==> config.mk <==
export PLATFORM = sky130hd
export DESIGN_NAME = baud_tick_gen
export DESIGN_NICKNAME = d
export VERILOG_FILES = /design/src/rtl/uart_cfg_pkg.sv /design/src/rtl/baud_tick_gen.sv
export SDC_FILE = /design/constraint.sdc
export NUM_CORES = 1
export LEC_CHECK = 0
export BUFFER_PORTS_ARGS = -buffer_cell sky130_fd_sc_hd__buf_2
export CAP_MARGIN = 15
export CORE_MARGIN = 2
export CORE_UTILIZATION = 45
export CTS_CLUSTER_SIZE = 40
export DETAILED_ROUTE_END_ITERATION = 10
export SYNTH_ARGS = -nofsm -noshare
export SYNTH_HDL_FRONTEND = slang
export SYNTH_SLANG_ARGS = --single-unit
==> constraint.sdc <==
create_clock -name clk_i -period 4.3 [get_ports clk_i]
set_clock_uncertainty 0.05 [all_clocks]
set_input_delay 1.075 -clock clk_i [delete_from_list [all_inputs] [get_ports clk_i]]
set_output_delay 1.075 -clock clk_i [all_outputs]
set_load 0.05 [all_outputs]
==> src/rtl/uart_cfg_pkg.sv <==
// Shared UART configuration package.
// Holds the default generator parameters and the oversample-ratio helpers
// used by baud_tick_gen. No ports; imported with uart_cfg_pkg::*.
package uart_cfg_pkg;

  localparam int unsigned DEFAULT_DIV_W  = 32'd16;
  localparam int unsigned DEFAULT_FRAC_W = 32'd4;
  localparam int unsigned DEFAULT_OVS    = 32'd16;

  // True when v is a power of two and at least 2.
  function automatic bit ovs_is_pow2(input int unsigned v);
    return (v >= 32'd2) && ((v & (v - 32'd1)) == 32'd0);
  endfunction

  // Oversample ratio actually built: an illegal ratio falls back to the default
  // so the rx/tx tick relationship always stays well defined.
  function automatic int unsigned ovs_checked(input int unsigned v);
    return ovs_is_pow2(v) ? v : DEFAULT_OVS;
  endfunction

endpackage

==> src/rtl/baud_tick_gen.sv <==
// Fractional baud-rate tick generator.
// Produces a one-cycle oversample tick (rx_tick_o) whose average period is
// div + frac/2^FRAC_W clock cycles, and a bit tick (tx_tick_o) on every
// OVS-th oversample tick. Configuration goes through a shadow register that
// is only made active at a period boundary, so a running period is never cut.
//
// Ports
//   clk_i          clock, rising edge
//   rst_i          asynchronous active-low reset
//   en_i           generator enable; low clears the phase and stops ticks
//   cfg_we_i       one-cycle strobe loading baud_div_i/baud_frac_i into shadow
//   baud_div_i     integer oversample period in clock cycles
//   baud_frac_i    fractional period, units of 2^-FRAC_W cycle
//   sync_i         phase restart (rx start-bit alignment)
//   rx_tick_o      one-cycle oversample tick (registered)
//   tx_tick_o      one-cycle bit tick, coincident with every OVS-th rx tick
//   cfg_pending_o  shadow config written but not yet active
module baud_tick_gen
  import uart_cfg_pkg::*;
#(
  parameter int unsigned DIV_W  = DEFAULT_DIV_W,
  parameter int unsigned FRAC_W = DEFAULT_FRAC_W,
  parameter int unsigned OVS    = DEFAULT_OVS
) (
  input  logic              clk_i,
  input  logic              rst_i,
  input  logic              en_i,
  input  logic              cfg_we_i,
  input  logic [DIV_W-1:0]  baud_div_i,
  input  logic [FRAC_W-1:0] baud_frac_i,
  input  logic              sync_i,
  output logic              rx_tick_o,
  output logic              tx_tick_o,
  output logic              cfg_pending_o
);

  localparam int unsigned OVS_EFF = ovs_checked(OVS);
  localparam int unsigned OVS_W   = $clog2(OVS_EFF);
  // One extra bit so that L = (2^DIV_W - 1) + carry cannot overflow.
  localparam int unsigned CNT_W   = DIV_W + 32'd1;

  localparam logic [CNT_W-1:0]  CNT_ZERO  = {CNT_W{1'b0}};
  localparam logic [CNT_W-1:0]  CNT_ONE   = {{DIV_W{1'b0}}, 1'b1};
  localparam logic [DIV_W-1:0]  DIV_ZERO  = {DIV_W{1'b0}};
  localparam logic [FRAC_W-1:0] FRAC_ZERO = {FRAC_W{1'b0}};
  localparam logic [OVS_W-1:0]  OVS_ZERO  = {OVS_W{1'b0}};
  localparam logic [OVS_W-1:0]  OVS_ONE   = OVS_W'(32'd1);
  localparam logic [OVS_W-1:0]  OVS_LAST  = OVS_W'(OVS_EFF - 32'd1);

  // Phase state
  logic [CNT_W-1:0]  cnt_r;
  logic [FRAC_W-1:0] acc_r;
  logic              carry_r;
  logic [OVS_W-1:0]  ovs_cnt_r;

  // Configuration state
  logic [DIV_W-1:0]  act_div_r;
  logic [FRAC_W-1:0] act_frac_r;
  logic [DIV_W-1:0]  sh_div_r;
  logic [FRAC_W-1:0] sh_frac_r;
  logic              pending_r;

  // Output registers
  logic              rx_tick_r;
  logic              tx_tick_r;

  // Combinational decode
  logic [CNT_W-1:0]  period_s;
  logic [FRAC_W:0]   acc_sum_s;
  logic              div_zero_s;
  logic              restart_s;
  logic              due_s;
  logic              ovs_wrap_s;
  logic              apply_s;

  // Period length, tick decision and shadow-apply decision for this cycle.
  always_comb begin
    period_s   = {1'b0, act_div_r} + {{DIV_W{1'b0}}, carry_r};
    acc_sum_s  = {1'b0, acc_r} + {1'b0, act_frac_r};
    div_zero_s = (act_div_r == DIV_ZERO);
    // Disabled, resynchronised or unconfigured: phase is held at zero.
    restart_s  = !en_i || sync_i || div_zero_s;
    // '>=' rather than '==' so a corrupted count still ends the period.
    due_s      = !restart_s && (cnt_r >= (period_s - CNT_ONE));
    ovs_wrap_s = (ovs_cnt_r == OVS_LAST);
    // The shadow goes live only at a period boundary or while idle.
    apply_s    = pending_r && (due_s || !en_i || div_zero_s);
  end

  // Period counter, fractional accumulator and oversample counter.
  always_ff @(posedge clk_i or negedge rst_i) begin
    if (!rst_i) begin
      cnt_r     <= CNT_ZERO;
      acc_r     <= FRAC_ZERO;
      carry_r   <= 1'b0;
      ovs_cnt_r <= OVS_ZERO;
    end else if (restart_s) begin
      cnt_r     <= CNT_ZERO;
      acc_r     <= FRAC_ZERO;
      carry_r   <= 1'b0;
      ovs_cnt_r <= OVS_ZERO;
    end else if (due_s) begin
      cnt_r     <= CNT_ZERO;
      acc_r     <= acc_sum_s[FRAC_W-1:0];
      carry_r   <= acc_sum_s[FRAC_W];
      ovs_cnt_r <= ovs_wrap_s ? OVS_ZERO : (ovs_cnt_r + OVS_ONE);
    end else begin
      cnt_r     <= cnt_r + CNT_ONE;
    end
  end

  // Registered tick outputs; due_s already excludes disable and sync.
  always_ff @(posedge clk_i or negedge rst_i) begin
    if (!rst_i) begin
      rx_tick_r <= 1'b0;
      tx_tick_r <= 1'b0;
    end else begin
      rx_tick_r <= due_s;
      tx_tick_r <= due_s && ovs_wrap_s;
    end
  end

  // Active configuration: takes the shadow contents when apply_s fires.
  always_ff @(posedge clk_i or negedge rst_i) begin
    if (!rst_i) begin
      act_div_r  <= DIV_ZERO;
      act_frac_r <= FRAC_ZERO;
    end else if (apply_s) begin
      act_div_r  <= sh_div_r;
      act_frac_r <= sh_frac_r;
    end else begin
      act_div_r  <= act_div_r;
      act_frac_r <= act_frac_r;
    end
  end

  // Shadow register and pending flag; a coincident write wins over the clear
  // so the freshly written value is still waiting after the old one applies.
  always_ff @(posedge clk_i or negedge rst_i) begin
    if (!rst_i) begin
      sh_div_r  <= DIV_ZERO;
      sh_frac_r <= FRAC_ZERO;
      pending_r <= 1'b0;
    end else if (cfg_we_i) begin
      sh_div_r  <= baud_div_i;
      sh_frac_r <= baud_frac_i;
      pending_r <= 1'b1;
    end else if (apply_s) begin
      sh_div_r  <= sh_div_r;
      sh_frac_r <= sh_frac_r;
      pending_r <= 1'b0;
    end else begin
      sh_div_r  <= sh_div_r;
      sh_frac_r <= sh_frac_r;
      pending_r <= pending_r;
    end
  end

  assign rx_tick_o     = rx_tick_r;
  assign tx_tick_o     = tx_tick_r;
  assign cfg_pending_o = pending_r;

endmodule
After elaboration in Yosys (flattened, before gate mapping)
Cells that the tools add are included.
W data, S select, Z words.

operators by class
  add/sub/neg operators = 5
  $lt $le $gt $ge = 1
  equality and inequality tests = 1
  shifts and indexed selects = 0
  divide/modulo/power cells = 0
  reductions and logical operators = 12
  multiplexer cells = 11
  bitwise operators = 0
  multiply operators = 0

operators by type and width
  cell                     number
  $mux W17                 2
  $mux W4                  5
  $add A16 B1 Y17          1
  $add A17 B1 Y17 const B  1
  $ge A17 B17 Y1           1
  $sub A17 B1 Y17 const B  1
  $logic_not A16 Y1        1
  $add A4 B4 Y5            1
  $add A4 B1 Y4 const B    1
  $eq A4 B4 Y1 const B     1
  $logic_or A1 B1 Y1       4
  $mux W1                  4
  $reduce_bool A2 Y1       2
  $logic_and A1 B1 Y1      3
  $logic_not A1 Y1         2

word-level totals
  logic and storage cells = 41
  bits of input ports = 25
  memories kept = 0
  bits in read-only memories = 0
  output and inout bits = 3
  bits in latches = 0
  register bits after elaboration = 69
  RAM bits = 0

Logic depth before layout (Yosys ltp)
Gate-level depths: netlist of run 1.

  depth in word-level cells = 10
  gate-level depth with buffers = 15
  gate-level depth less buffers = 13

Least setup slack after synthesis of run 1
No wires, ideal clock.

  path kind = register to register
  from = register act_div_r[4]
  to = register acc_r[0]
  path buffers = 2
  cell stages (with the launch flop) = 14
  data required time = 4115 ps
  path slack = 475 ps
  data arrival time = 3640 ps
  clock period less this slack = 3825 ps
  library setup time = 135 ps
  cell sequence = dfrtp_1 > or4_4 > or3_4 > nor2_1 > nand2_1 > or4_1 > ha_1 > nand4_1 > nor4_1 > inv_1 > o211ai_1 > clkbuf_1 > clkbuf_1 > o21ai_0

on the way
  word-level cells in the longest chain between the ends = 5
  elaborated cells between the ends (all ways) = 9
  classes of those cells = add/sub (2); order compare (1); mux (1); reduce/logical (5)

ends and longest elaborated chain
  item                                                          RTL line                                  source
  start: declaration                                            baud_tick_gen.sv:57                       logic [DIV_W-1:0] act_div_r;
  start signal: assignment                                      baud_tick_gen.sv:129                      act_div_r <= sh_div_r;
  start signal: assignment                                      baud_tick_gen.sv:132                      act_div_r <= act_div_r;
  $add A16 B1 Y17 / $logic_not A16 Y1 (equally long branches)   baud_tick_gen.sv:78, baud_tick_gen.sv:80
  $sub A17 B1 Y17 / $logic_or A1 B1 Y1 (equally long branches)  baud_tick_gen.sv:84, baud_tick_gen.sv:82
  $ge A17 B17 Y1 / $logic_not A1 Y1 (equally long branches)     baud_tick_gen.sv:84                       due_s = !restart_s && (cnt_r >= (period_s - CNT_ONE));
  $logic_and A1 B1 Y1                                           baud_tick_gen.sv:84
  $reduce_bool A2 Y1 (no line)                                  --
  end signal: assignment                                        baud_tick_gen.sv:104                      acc_r <= acc_sum_s[FRAC_W-1:0];
  end: declaration                                              baud_tick_gen.sv:52                       logic [FRAC_W-1:0] acc_r;

Parallel ways exist; a longest one is shown, timed or not.
A chain may end at the register's enable or synchronous reset.

Worst setup path in the final report of run 1
  from = register act_div_r[5]
  to = register act_div_r[15]

on the way
  word-level cells in the longest chain between the ends = 7
  elaborated cells between the ends (all ways) = 10
  classes of those cells = add/sub (2); order compare (1); reduce/logical (7)

ends and longest elaborated chain
  item                                                          RTL line                                  source
  $add A16 B1 Y17 / $logic_not A16 Y1 (equally long branches)   baud_tick_gen.sv:78, baud_tick_gen.sv:80
  $sub A17 B1 Y17 / $logic_or A1 B1 Y1 (equally long branches)  baud_tick_gen.sv:84, baud_tick_gen.sv:82
  $ge A17 B17 Y1 / $logic_not A1 Y1 (equally long branches)     baud_tick_gen.sv:84
  $logic_and A1 B1 Y1                                           baud_tick_gen.sv:84
  $logic_or A1 B1 Y1                                            baud_tick_gen.sv:87                       apply_s = pending_r && (due_s || !en_i || div_zero_s);
  $logic_or A1 B1 Y1 *                                          baud_tick_gen.sv:87
  $logic_and A1 B1 Y1 *                                         baud_tick_gen.sv:87

Mark *: on every way between the ends. The rest lies on a longest branch, timed or not.

==> summary.md, run 1 <==
| Metric | Value |
|---|---|
| Combinational share of power | 16.8% |
| Area of the multi-input gates | 1858 um^2 |
| Initial antenna violation count | 0 |
| IR drop worst, VDD | 0.2301 mV |
| Share of post-route cells with drive strength above 1 | 21.32% |
| Final Util | 51.96% |
| Worst slew pin tran | approximately 0.91 ns |
| Synth Warn # | 0 |
| GRT overflow | 0 |
| First-pass GRT wire length | 12.14 mm |
| LEAKAGE | 0.001846 uW |
| Routed Antenna Nets | 0 |
| Cells after Synth | 339 |
| Drt initial violations | 71 |
| Final worst setup slack | 0.1368 ns |
| Total clock sinks | 69 |
| H-tree depth | 3 |
| Hpwl dp | 4.891 mm |
| Initial Util | between 40 and 50% |
| Syn Std Cell Area | 3690 um^2 |
| Worst-path fanout max | 20 |
| Post-synth EDFFs | 0 |
| Die Wd | 94.55 um |
| PD cells | 369.6 nW/um^2 |
| Num CTS Buffers | 9 |
| Pre-CTS WS | 0.1626 ns |
| Max-Cap Viols | 0 |
| CP Launch Type | flop |
| Clk pwr share | 33.7% |
| Hold Path Class | flop to flop |
| Die area | 8940 um^2 |
| Final nets | 426 |
| IO Pins | 28 |
| Crit end category | flop |
| Async SR Flop Fraction | 100.0% |
| Number of global-route vias before repair | 2497 |
| Arr. time, crit path | 4.34 ns |
| Area contributors post-synth | dfrtp_1 (47%), ha_1 (8.5%), mux2_2 (6.1%) |
| WS Path Type | flop to flop |
| Via count | about 2.6k |
| Outcome | complete, no violations |
| TritonCTS clock tree | built |
| Final hold violation count | 0 |
| Pwr Total | 1554 uW |
| Setup Viol. Count Final | 0 |
| Clk root buf | clkbuf_8 |
| Routed WL | approximately 7 mm |
| Core box area | 8093 um^2 |
| Gp weighted congestion | 0.7633 |
| CTS Buffer Depth | 2 |
| Die Span Y | 94.55 um |
| Reg area | 1727 um^2 |
| Via density | 5.299 |
| Sequential area share after synthesis | 46.80% |
| Max Slew Vio Count | 0 |
| WL per Instance | 14.37 um |
| Slew HR | roughly two fifths |
| Internal power | 1110 uW |
| # port buffers | 27 |
| Post-layout minimum cycle time | roughly 4.2 ns |
| Sw frac | between 20% and 30% |
| Synth top area share | between 40% and 50% |
| R2r setup slk | roughly 0.14 ns |
| Final setup TNS | 0 ns |
| Mean Syn Cell Area | around 11 um^2 |
| Clock Latency Late Sink | approximately 0.35 ns |
| F_max | approximately 0.24 GHz |
| Seq cells post-synth | 69 |
| Synth Flop Type | dfrtp_1 |
| Register clock-pin slew on the reported worst setup and hold paths | 0.07 ns |
| Final Cycle Share | slightly below 100% |
| Yosys cell types | 43 |
| P&R area growth vs syn | 13.97% |
| Area leader, netlist | dfrtp_1 |
| Number of diodes | 0 |
| Sequential power share | 49.5% |
| Fill count | approximately 800 |
| Gr usage total | ~17% |
| Rows | 33 |
| Largest net degree at the start of global routing | 43 |
| Syn_nets | 390 |
| Psw | roughly 440 uW |
| Detailed Routing Iterations Pass 1 | 4 |
| Remaining DRCs | 0 |
| Final Hold Slack | 0.4473 ns |
| Worst Path Required | around 4.5 ns |
through the flow:
stage / std cells / area, um^2
after floorplan: 339 / 3690
after global placement: 465 / 3969
after detailed placement: 465 / 3969
after CTS: 481 / 4161
after global routing: 485 / 4205
final: 485 / 4205
cell usage after synthesis (4+ instances only):
| library cell | count |
|---|---|
| dfrtp_1 | 69 |
| nor2_1 | 34 |
| ha_1 | 25 |
| a221o_1 | 20 |
| mux2_2 | 20 |
| nor2b_1 | 20 |
| xnor2_1 | 20 |
| nand2_1 | 16 |
| inv_1 | 12 |
| nand3_1 | 12 |
| xor2_1 | 11 |
| a21oi_1 | 10 |
| o21ai_0 | 8 |
| clkbuf_1 | 7 |
| nand4_1 | 6 |
| a21o_1 | 5 |
| nor3_1 | 5 |
| buf_2 | 4 |
metal layers:
metal | up-vias | GRT usage, % | share of wire (%)
met5 | - | 0 | 0
met3 | 9 | 4.310 | 3.3
li1 | 1288 | - | -
met2 | 39 | 25.77 | 44
met1 | 1234 | 25.39 | 51
met4 | 0 | 5.314 | 1.4
final timing paths:
check / to / start / cells past startpoint
worst max-delay path: act_div_r[15] / act_div_r[5] / 16
worst min-delay path: cnt_r[0] / cnt_r[0] / 1
worst max register to register: act_div_r[15] / act_div_r[5] / 16
worst min register to register: cnt_r[0] / cnt_r[0] / 1
max in group asynchronous: cnt_r[3] / rst_i / 2
min in group asynchronous: sh_frac_r[2] / rst_i / 1
registers in the layout, summed over array words and instances (netlist names):
name and flops:
ovs_cnt_r 4, cfg_pending_o 1, rx_tick_o 1, act_div_r 16
sh_frac_r 4, carry_r 1, cnt_r 17, act_frac_r 4
acc_r 4, tx_tick_o 1, sh_div_r 16
area by class of cell:
type	instances	share of cell area (%)
sequential	69	41.06
inverter	12	1.071
clock inverter	5	1.458
clock buffer	11	3.124
multi-input combinational	245	44.18
timing repair buffer	38	5.980
tap	105	3.124
timing repair:
| item | 4_1_cts | 5_1_grt |
|---|---|---|
| hold buffers | 0 | 0 |
| resized for setup | 0 | 3 |
| setup buffers | 0 | 3 |
| endpoints found under the setup margin | 0 | 24 |
placed cells by master (no fill, tap or decap), types with 2 or more instances in the layout:
| cell type | netlist | routed |
|---|---|---|
| dfrtp_1 | 69 | 69 |
| xor2_1 | 11 | 11 |
| a21oi_1 | 10 | 10 |
| or2_2 | 2 | 2 |
| buf_2 | 4 | 27 |
| clkbuf_1 | 7 | 2 |
| xnor2_1 | 20 | 20 |
| buf_4 | 1 | 8 |
| nor4_1 | 3 | 3 |
| or4_1 | 3 | 3 |
| nand2_1 | 16 | 15 |
| a211oi_1 | 2 | 2 |
| nor2_1 | 34 | 33 |
| nor3_1 | 5 | 5 |
| nor2b_1 | 20 | 20 |
| a21o_1 | 5 | 5 |
| and2_1 | 2 | 2 |
| nand3_1 | 12 | 12 |
| nand4_1 | 6 | 6 |
| o21ai_0 | 8 | 8 |
| clkinvlp_4 | 0 | 3 |
| a31oi_1 | 2 | 2 |
| inv_1 | 12 | 12 |
| clkbuf_8 | 0 | 9 |
| mux2_2 | 20 | 20 |
| a221o_1 | 20 | 20 |
| or3_1 | 3 | 3 |
| ha_1 | 25 | 25 |
logic make-up (layout without fill, tap and decap cells):
family	Yosys count	after routing	synth area share, %
and+or+nand+nor	115	115	16.14
xor gates and xnor gates	31	31	7.358
buffers and inverters	25	66	2.984
DFF	69	69	46.80
AOI/OAI and AO/OA	53	53	11.60
adders and majority gates	26	26	9.020
muxes	20	20	6.104
power by group through the flow:
stage | Clock (uW) | Combinational (uW) | Sequential [uW]
2_1_floorplan | 0 | 190 | 762
3_3_place_gp | 0 | 253 | 779
3_5_place_dp | 0 | 259 | 781
4_1_cts | 534 | 261 | 769
5_1_grt | 563 | 299 | 778
6_report | 524 | 261 | 769
critical path, cell delays in order, from the launching register on:
cell and delay [ns]:
dfrtp_1 0.41, or4_4 0.53, or3_4 0.38, nor2_2 0.14
nand2_2 0.09, or3_1 0.33, xor2_1 0.15, ha_1 0.31
nand4_1 0.13, nor2_1 0.06, a221oi_1 0.28, o211ai_1 0.14
buf_4 0.17, clkbuf_16 0.16, a22o_1 0.21, buf_12 0.16
a221o_1 0.34
No activity file was read; power rests on OpenSTA's default activity.
==> run 2, diff against run 1 <==
--- a/config.mk
+++ b/config.mk
@@ -5,9 +5,9 @@
 export SDC_FILE = /design/constraint.sdc
 export NUM_CORES = 1
 export LEC_CHECK = 0
-export BUFFER_PORTS_ARGS = -buffer_cell sky130_fd_sc_hd__buf_2
+export BUFFER_PORTS_ARGS = -buffer_cell sky130_fd_sc_hd__buf_4
 export CAP_MARGIN = 15
-export CORE_MARGIN = 2
+export CORE_MARGIN = 8
 export CORE_UTILIZATION = 45
 export CTS_CLUSTER_SIZE = 40
 export DETAILED_ROUTE_END_ITERATION = 10
==> summary.md, run 2 (same netlist as run 1, synthesis figures left out) <==
| Metric | Value |
|---|---|
| Max Slew Vio Count | 0 (unchanged) |
| Worst slew pin tran | 0.8471 ns (was 0.9112 ns) |
| Number of diodes | 0 (unchanged) |
| Inst Count DP | 463 (was 465) |
| Detailed Routing Iterations Pass 1 | 4 (unchanged) |
| Drt initial violations | 121 (was 71) |
| Rows | 33 (unchanged) |
| # port buffers | 27 (unchanged) |
| CP Launch Type | flop (unchanged) |
| PD cells | 381.1 nW/um^2 (was 369.6 nW/um^2) |
| CTS Hold Bufs | 0 (unchanged) |
| Arr. time, crit path | 4.28 ns (was 4.34 ns) |
| Worst-path fanout max | 21 (was 20) |
| Crit end category | flop (unchanged) |
| Die area | 11350 um^2 (was 8940 um^2) |
| Met3 routed WL | 247 um (was 230 um) |
| Die Wd | 106.6 um (was 94.55 um) |
| Worst Path Required | 4.47 ns (was 4.48 ns) |
| Fin cells | 481 (was 485) |
| IO Pins | 28 (unchanged) |
| Clock Latency Late Sink | 0.34 ns (was 0.35 ns) |
| LEAKAGE | 0.001861 uW (was 0.001846 uW) |
| Max layer used | met4 (unchanged) |
| Slowest cell on crit path | or4_4 (unchanged) |
| Total clock sinks | 69 (unchanged) |
| Hold Path Class | flop to flop (unchanged) |
| Hpwl dp | 4.990 mm (was 4.891 mm) |
| Via count | 2560 (was 2570) |
| Crit-path max cell delay | 0.55 ns (was 0.53 ns) |
| Fill count | 772 (was 781) |
| Largest Register | cnt_r (unchanged) |
| Initial Util | 45.59% (unchanged) |
| Via density | 5.322 (was 5.299) |
| Final Cycle Share | 95.45% (was 96.82%) |
| Final nets | 422 (was 426) |
| RSZ-0062 raised after global routing | no |
| WS Path Type | flop to flop (unchanged) |
| Num CTS Buffers | 9 (unchanged) |
| Slew HR | 43.53% (was 39.25%) |
| Share of post-route cells with drive strength above 1 | 20.48% (was 21.32%) |
| CTS Buffer Depth | 2 (unchanged) |
| Post-layout minimum cycle time | 4.104 ns (was 4.163 ns) |
| IR drop worst, VDD | 0.2081 mV (was 0.2301 mV) |
| Core box area | 8093 um^2 (unchanged) |
| Most frequent cells in the layout | dfrtp_1 (69), nor2_1 (33), buf_4 (32) (was dfrtp_1 (69), nor2_1 (33), buf_2 (27)) |
| Routed WL | 6.917 mm (was 6.969 mm) |
| Critical path cell sequence | or4_4, or3_4, nor2_2, nand2_1, or3_1, xor2_1, ha_1, nand4_1, nor2_1, a221oi_1, o211ai_1, buf_6, a22o_1, buf_12, a221o_1 (was or4_4, or3_4, nor2_2, nand2_2, or3_1, xor2_1, ha_1, nand4_1, nor2_1, a221oi_1, o211ai_1, buf_4, clkbuf_16, a22o_1, buf_12, a221o_1) |
| Die Span Y | 106.6 um (was 94.55 um) |
| Clk root buf | clkbuf_8 (unchanged) |
| H-tree depth | 3 (unchanged) |
| Remaining DRCs | 0 (unchanged) |
| P&R area growth vs syn | 15.33% (was 13.97%) |
| Routed Antenna Nets | 0 (unchanged) |
| Max-Cap Viols | 0 (unchanged) |
| TritonCTS clock tree | built (unchanged) |
| First-pass GRT wire length | 12.31 mm (was 12.14 mm) |
| Gp weighted congestion | 0.7689 (was 0.7633) |
| WL per Instance | 14.38 um (was 14.37 um) |
| Final hold violation count | 0 (unchanged) |
| Commonest non-fill, non-tap cell in the layout | dfrtp_1 (unchanged) |
| Final setup TNS | 0 ns (unchanged) |
| Largest registers | cnt_r: 17 flops, act_div_r: 16 flops, sh_div_r: 16 flops (unchanged) |
| Outcome | complete, no violations (unchanged) |
| Largest register FFs | 17 (unchanged) |
| Metal2 WL | 3.209 mm (was 3.084 mm) |
| Setup Viol. Count Final | 0 (unchanged) |
| Gr usage total | 13.32% (was 17.43%) |
| Number of global-route vias before repair | 2619 (was 2497) |
| F_max | 0.2436 GHz (was 0.2402 GHz) |
| Register clock-pin slew on the reported worst setup and hold paths | 0.07 ns (about the same) |
| Largest net degree at the start of global routing | 70 (was 43) |
| Initial antenna violation count | 0 (unchanged) |
| Pwr Total | 1622 uW (was 1554 uW) |
| M1 WL | 3.346 mm (was 3.554 mm) |
| GRT overflow | 0 (unchanged) |
-- run 2: final timing paths --
path	startpoint	end	slack, ns	depth (start not counted)
worst min register to register	cnt_r[0]	cnt_r[0]	0.45	1
worst max register to register	act_div_r[4]	act_div_r[2]	0.20	15
min in group asynchronous	rst_i	sh_frac_r[2]	0.78	1
worst max-delay path	act_div_r[4]	act_div_r[2]	0.20	15
worst min-delay path	cnt_r[0]	cnt_r[0]	0.45	1
max in group asynchronous	rst_i	cnt_r[10]	2.86	1
-- run 2: what timing repair did --
item | in CTS | in global routing
setup buffers | 0 | 2
resized for setup | 0 | 2
setup endpoints to repair | 0 | 20
-- run 2: metrics by stage --
stage          hold WS (ns)  setup slack, ns  instance area (um^2)  util [%]
4_1_cts              0.4608          0.08754                  4234     52.32
5_1_grt              0.4771          0.01879                  4255     52.58
3_5_place_dp         0.4471           0.1067                  4009     49.54
3_3_place_gp         0.4409           0.2061                  4009     49.54
2_1_floorplan        0.3925           0.4748                  3690         -
6_report             0.4534           0.1956                  4255     52.58
-- run 2: area by class of cell --
type	count	area (um^2)	area share (%)
multi-input cells	245	1856	43.60
flip-flops and latches	69	1727	40.58
repair buffers	34	271.5	6.380
clock buffers	11	141.4	3.323
well taps	105	131.4	3.087
clock inverters	5	83.83	1.970
inverters	12	45.04	1.059
-- run 2: per-layer routing --
layer  track usage (%)  vias up
li1                  -     1284
met1             17.71     1222
met2             19.93       43
met3             3.267       11
met4             6.332        0
met5                 0        -
-- run 2: critical path, delay by kind of cell, from the launching register on --
family | cells | cell delay, ns
AND/OR/NAND/NOR | 7 | 1.66
AO/OA/AOI/OAI | 4 | 1.04
flip-flops | 1 | 0.41
buffers and inverters | 2 | 0.36
adder cells (fa/ha/maj) | 1 | 0.31
XOR/XNOR | 1 | 0.15
-- run 2: where the power goes --
part           internal, uW  switching [uW]  total (uW)
clock                   344             248         591
combinational           139             121         261
sequential              705            64.6         770
